===== src/rtl/fetch_unit.sv =====
// Instruction fetch stage: one fetch per request over a valid/ready address channel and a
// valid/ready data channel. All outputs are registered.
module fetch_unit #(
    parameter int unsigned               ADDR_WIDTH = 32,
    parameter int unsigned               DATA_WIDTH = 32,
    parameter logic [DATA_WIDTH-1:0]     RESET_INST = 'h00000013
) (
    input  logic                  clk,
    input  logic                  rst,
    input  logic                  inst_fetch,
    input  logic [ADDR_WIDTH-1:0] pc,
    output logic                  ir_addr_valid,
    input  logic                  ir_addr_ready,
    output logic [ADDR_WIDTH-1:0] ir_addr,
    input  logic                  ir_data_valid,
    output logic                  ir_data_ready,
    input  logic [DATA_WIDTH-1:0] ir_data,
    output logic [DATA_WIDTH-1:0] inst,
    output logic                  inst_valid,
    output logic                  fetch_busy,
    output logic                  fetch_error
);

    typedef enum logic [1:0] {StIdle, StAddr, StData} state_e;

    state_e                state_q;
    logic                  addr_valid_q;
    logic [ADDR_WIDTH-1:0] addr_q;
    logic                  data_ready_q;
    logic [DATA_WIDTH-1:0] inst_q;
    logic                  inst_valid_q;
    logic                  busy_q;
    logic                  error_q;

    always_ff @(posedge clk) begin
        if (!rst) begin
            state_q      <= StIdle;
            addr_valid_q <= 1'b0;
            addr_q       <= '0;
            data_ready_q <= 1'b0;
            inst_q       <= RESET_INST;
            inst_valid_q <= 1'b0;
            busy_q       <= 1'b0;
            error_q      <= 1'b0;
        end else begin
            // Status pulses last exactly one cycle.
            inst_valid_q <= 1'b0;
            error_q      <= 1'b0;
            unique case (state_q)
                StIdle: begin
                    if (inst_fetch) begin
                        if (pc[1:0] == 2'b00) begin
                            addr_q       <= pc;
                            addr_valid_q <= 1'b1;
                            busy_q       <= 1'b1;
                            state_q      <= StAddr;
                        end else begin
                            error_q <= 1'b1;
                        end
                    end
                end
                StAddr: begin
                    if (ir_addr_ready) begin
                        addr_valid_q <= 1'b0;
                        data_ready_q <= 1'b1;
                        state_q      <= StData;
                    end
                end
                StData: begin
                    if (ir_data_valid) begin
                        inst_q       <= ir_data;
                        inst_valid_q <= 1'b1;
                        data_ready_q <= 1'b0;
                        busy_q       <= 1'b0;
                        state_q      <= StIdle;
                    end
                end
                default: begin
                    state_q <= StIdle;
                end
            endcase
        end
    end

    assign ir_addr_valid = addr_valid_q;
    assign ir_addr       = addr_q;
    assign ir_data_ready = data_ready_q;
    assign inst          = inst_q;
    assign inst_valid    = inst_valid_q;
    assign fetch_busy    = busy_q;
    assign fetch_error   = error_q;

endmodule


===== config.mk =====
export PLATFORM = sky130hd
export DESIGN_NAME = fetch_unit
export DESIGN_NICKNAME = d
export VERILOG_FILES = /design/src/rtl/fetch_unit.sv
export SDC_FILE = /design/constraint.sdc
export NUM_CORES = 1
export LEC_CHECK = 0
export CAP_MARGIN = 10
export CORE_UTILIZATION = 30
export DETAILED_ROUTE_END_ITERATION = 6
export PLACE_DENSITY = 0.71
export SYNTH_ARGS = -nofsm -noshare
export SYNTH_HDL_FRONTEND = slang
export SYNTH_SLANG_ARGS = --single-unit

===== constraint.sdc =====
create_clock -name clk -period 1.4 [get_ports clk]
set_clock_uncertainty 0.05 [all_clocks]
set_input_delay 0.28 -clock clk [delete_from_list [all_inputs] [get_ports clk]]
set_output_delay 0.28 -clock clk [all_outputs]
set_load 0.02 [all_outputs]

======== After elaboration in Yosys (flattened, before gate mapping) ========
Cells that the tools add are included.
operators by class
  reductions and logical operators ........ 13
  mux-type cells .......................... 15
  equality and inequality tests ........... 6
operator list
  operator            number
  $reduce_and 4->1    3
  $reduce_and 3->1    3
  $mux 2              4
  $ne 2x2->1 const B  4
  $mux 1              7
  $pmux 1 s2          3
  $pmux 2 s3          1
  $reduce_bool 2->1   3
  $logic_not 2->1     2
  $reduce_and 2->1    2
  $eq 2x1->1 const B  1
  $eq 2x2->1 const B  1
word-level totals
  output and inout port bits .............. 69
  bits in registers ....................... 71

======== Logic depth before layout (Yosys ltp) ========
  depth in word-level cells ............... 4
  depth in mapped cells ................... 6

======== Worst setup path after synthesis ========
Ideal clock, no wire load.
  kind .................................... reg-to-reg
  from .................................... register state_q[1]
  to ...................................... register addr_q[10], in the netlist ir_addr[10]
  slack ................................... 0.064 ns
  data required time ...................... 1.278 ns
  data arrival time ....................... 1.215 ns
  stages on the path, launching flop included .. 6
  cell sequence ........................... dfxtp_1 buf_2 nand2b_4 nor4_4 buf_6 mux2i_1
between the ends
  longest elaborated chain between the ends .. 2
RTL lines
  what                               line  text
  from (decl)                        26    state_e state_q;
  from (signal assigned)             37    state_q <= StIdle;
  from (signal assigned)             56    state_q <= StAddr;
  from (signal assigned)             66    state_q <= StData;
  $logic_not 2->1                    49    unique case (state_q)
  $reduce_and 3->1 (no source line)  -
  to (signal assigned)               53    addr_q <= pc;
  to (decl)                          28    logic [ADDR_WIDTH-1:0] addr_q;
No other way between the ends.
A chain may end at the register's enable or synchronous reset.

======== Worst setup path after layout ========
  from .................................... register state_q[1]
  to ...................................... register addr_q[3], in the netlist ir_addr[3]
Same word-level chain as after synthesis.

==> summary.md <==
| Metric | Value |
|---|---|
| Clock sink count | `71` |
| Synthesized area | `2740 um2` |
| DIE HEIGHT | `97.6 um` |
| Syn_nets | `376` |
| Layout Utilization | `0.503` |
| Hold_ws | `324 ps` |
| Nets | `517` |
| Placed cell count | `541` |
| Pre-antenna DRT Iters | `6` |
| First DRT Iteration DRCs | `88` |
| GP Congestion | `0.690` |
| Commonest non-fill, non-tap cell in the layout | `nand2_1` |
| Layout Cells excl Fill | `about 560` |
| Final worst slack | `42.8 ps` |
| Yosys reg bits | `71` |
| Diodes inserted | `0` |
| Number of cells produced by synthesis | `between 300 and 400` |
| Initial core utilization | `0.311` |
| Post-Synth XOR/XNOR Area | `0` |
| Most frequent cells in the layout | `125 x nand2_1, 69 x dfxtp_1, 65 x clkdlybuf4s50_1` |
| Crit Path Class | `flip-flop to flip-flop` |
| Sequential power share | `0.527` |
| Worst slew pin tran | `322 ps` |
| Critical path data arrival time | `~1600 ps` |
| PwrDens | `~900 nW/um2` |
| Static Leak | `roughly 1.9 nW` |
| First-pass GRT wire length | `11.8 mm` |
| Synth Area in Simple Gates | `0.223` |
| Crit start category | `flip-flop` |
| P&R area growth vs syn | `61.6%` |
| Grt ovf | `0` |
| # DRC | `22` |
| Setup violators final | `0` |
| Clock network fraction of total power | `0.339` |
| RSZ-0062 raised after global routing | `true` |
| Worst skew pair latency | `330 ps` |
| CP Data Required Time | `1610 ps` |
| Avg Cell Area, Syn | `8.93 um2` |
| I/O Buffers | `about 140` |
| Crit path time final | `between 1000 and 1500 ps` |
| Max Buffers Root-to-Sink | `2` |
| Library cells used by synthesis | `27` |
| Die area | `approximately 9500 um2` |
| Dpl ws | `-344 ps` |
| CP max FO | `12` |
| Psw | `about 0.96 mW` |
| Layout cells sized above 1 | `0.0861` |
| Total Routing Usage GR | `0.154` |
| Ys Warns | `0` |
| Slowest cell delay on critical path | `370 ps` |
| Dpl cell area | `4270 um2` |
| Worst min-delay path class | `input port to flip-flop` |
| Slowest CP cell | `dfxtp_4` |
| Fill cells | `862` |
| Number of global-route vias before repair | `2505` |
| Seq/Total Area, Yosys | `0.518` |
| Floorplan core area | `8810 um2` |
| CTS tree | `yes` |
| Max Cap Violations | `0` |
| Htree depth | `3` |
| Root Buffer | `clkbuf_8` |
| CTS Buf Count | `9` |
| Via-per-instance ratio | `4.46` |
| Peak supply drop | `0.492 mV` |
| Fin. Hold Viols | `0` |
| Fin area | `4430 um2` |
| Comb power frac | `0.134` |
| Site Rows | `34` |
| Crit end category | `flip-flop` |
| CP cell instances | `nand2b_4, nor4_4, buf_4, buf_12, mux2i_1` |
| ANT nets after route | `0` |
| Status | `finished with violations` |
| Slew HR | `0.783` |
| Die Wd | `97.6 um` |
| Post-synthesis mux area share | `0.109` |
| Pin count of the biggest net entering global routing | `59` |
| Ports placed on the boundary | `approximately 140` |
| Final Cycle Share | `0.969` |
| Final count of pins violating max slew | `0` |
| Clock Pin Slew Worst Setup and Hold Paths | `70 ps` |
| WL final | `7.16 mm` |
| WL/cell | `between 10 and 15 um` |
| Failing checks | `DRC` |
| Vias post-DR | `~2.5k` |
| Hpwl dp | `4.88 mm` |
| FMAX | `0.737 GHz` |
| Sw frac | `0.242` |
| Largest family of logic cells by synthesized area | `simple AND/OR/NAND/NOR gates` |
| Compound-gate portion of the synthesized area | `0.102` |
| Initial antenna violation count | `0` |
| P_int | `3.00 mW` |
| Adder-Cell Fraction of Synth Area | `0` |
flip-flops by register name (all words and copies together), names as in the netlist:
name and count:
inst 32, ir_addr 32, state_q 2, fetch_busy 1, fetch_error 1, inst_valid 1
ir_addr_valid 1, ir_data_ready 1
timing repair:
item | 4_1_cts | 5_1_grt
hold buffers | 0 | 0
hold endpoints to repair | 0 | 0
setup buffers | 1 | 1
setup endpoints to repair | 73 | 57
cloned | 1 | 1
resized for setup | 77 | 30
power groups by stage:
stage / registers, mW / clock network [mW] / logic (mW)
after detailed placement: 2.14 / 0 / 0.543
after CTS: 2.09 / 1.43 / 0.529
after global placement: 2.14 / 0 / 0.537
after global routing: 2.10 / 1.52 / 0.569
final: 2.09 / 1.34 / 0.531
after floorplan: 2.19 / 0 / 0.160
stage by stage:
stage,power [mW],setup TNS [ps]
6_report,3.97,0
5_1_grt,4.18,-49.3
4_1_cts,4.05,-4.04
3_5_place_dp,2.68,-14840
3_3_place_gp,2.67,-11540
2_1_floorplan,2.35,0
layout make-up:
type                            count  area, um2  area share
Sequential cell                    71       1430       0.322
Tap cell                          108        135      0.0305
Clock buffer                       11        131      0.0296
Clock inverter                      5       25.0     0.00564
Timing Repair Buffer              153       1510       0.341
Inverter                            2       7.51     0.00169
Multi-Input combinational cell    211       1200       0.270
synth_stat cells, drive strengths merged:
cell       n  area share
buf       12       0.030
nor3b      2      0.0055
a21o       1      0.0027
nand2    125        0.17
nand3      3      0.0055
a21oi      3      0.0055
mux2i     30        0.11
nor2       2      0.0027
nand2b     2      0.0073
nor4       1      0.0078
a21boi    29       0.079
inv        2      0.0027
o21a       1      0.0027
and3b      3      0.0096
dfxtp     71        0.52
o21ai      1      0.0018
nand3b     1      0.0027
o211a      1      0.0036
clkbuf    11       0.015
nor4b      2      0.0064
o2bb2ai    1      0.0032
o31ai      1      0.0027
and2       2      0.0046
logic make-up (layout without fill, tap and decap cells):
kind of cell	after synthesis	in the layout
buffers and inverters	25	171
flip-flops	71	71
multiplexers	30	30
AND/OR/NAND/NOR	143	143
AO/OA/AOI/OAI	38	38
worst paths after layout:
check / depth (start not counted) / slack [ps] / from / to
max reg2reg: 5 / 40 / state_q[1]$_SDFFE_PN0P_ / ir_addr[3]$_SDFFE_PN0P_
min reg2reg: 2 / 400 / inst[11]$_SDFFE_PN0P_ / inst[11]$_SDFFE_PN0P_
min: 3 / 320 / rst / inst[1]$_SDFFE_PN1P_
max: 5 / 40 / state_q[1]$_SDFFE_PN0P_ / ir_addr[3]$_SDFFE_PN0P_
critical path: cells and delay by family (launching register included):
kind | cells | cell delay (ps)
DFF | 1 | 370
buffers and inverters | 2 | 330
muxes | 1 | 200
and+or+nand+nor | 2 | 320
layer usage:
| metal | vias up | part of all wire | GRT usage |
|---|---|---|---|
| met5 | - | 0 | 0 |
| met4 | 0 | 0.015 | 0.0420 |
| met3 | 7 | 0.089 | 0.0655 |
| met2 | 99 | 0.46 | 0.261 |
| met1 | 1119 | 0.44 | 0.176 |
| li1 | 1276 | - | - |
Note: power is estimated with default switching activity, not from simulation.
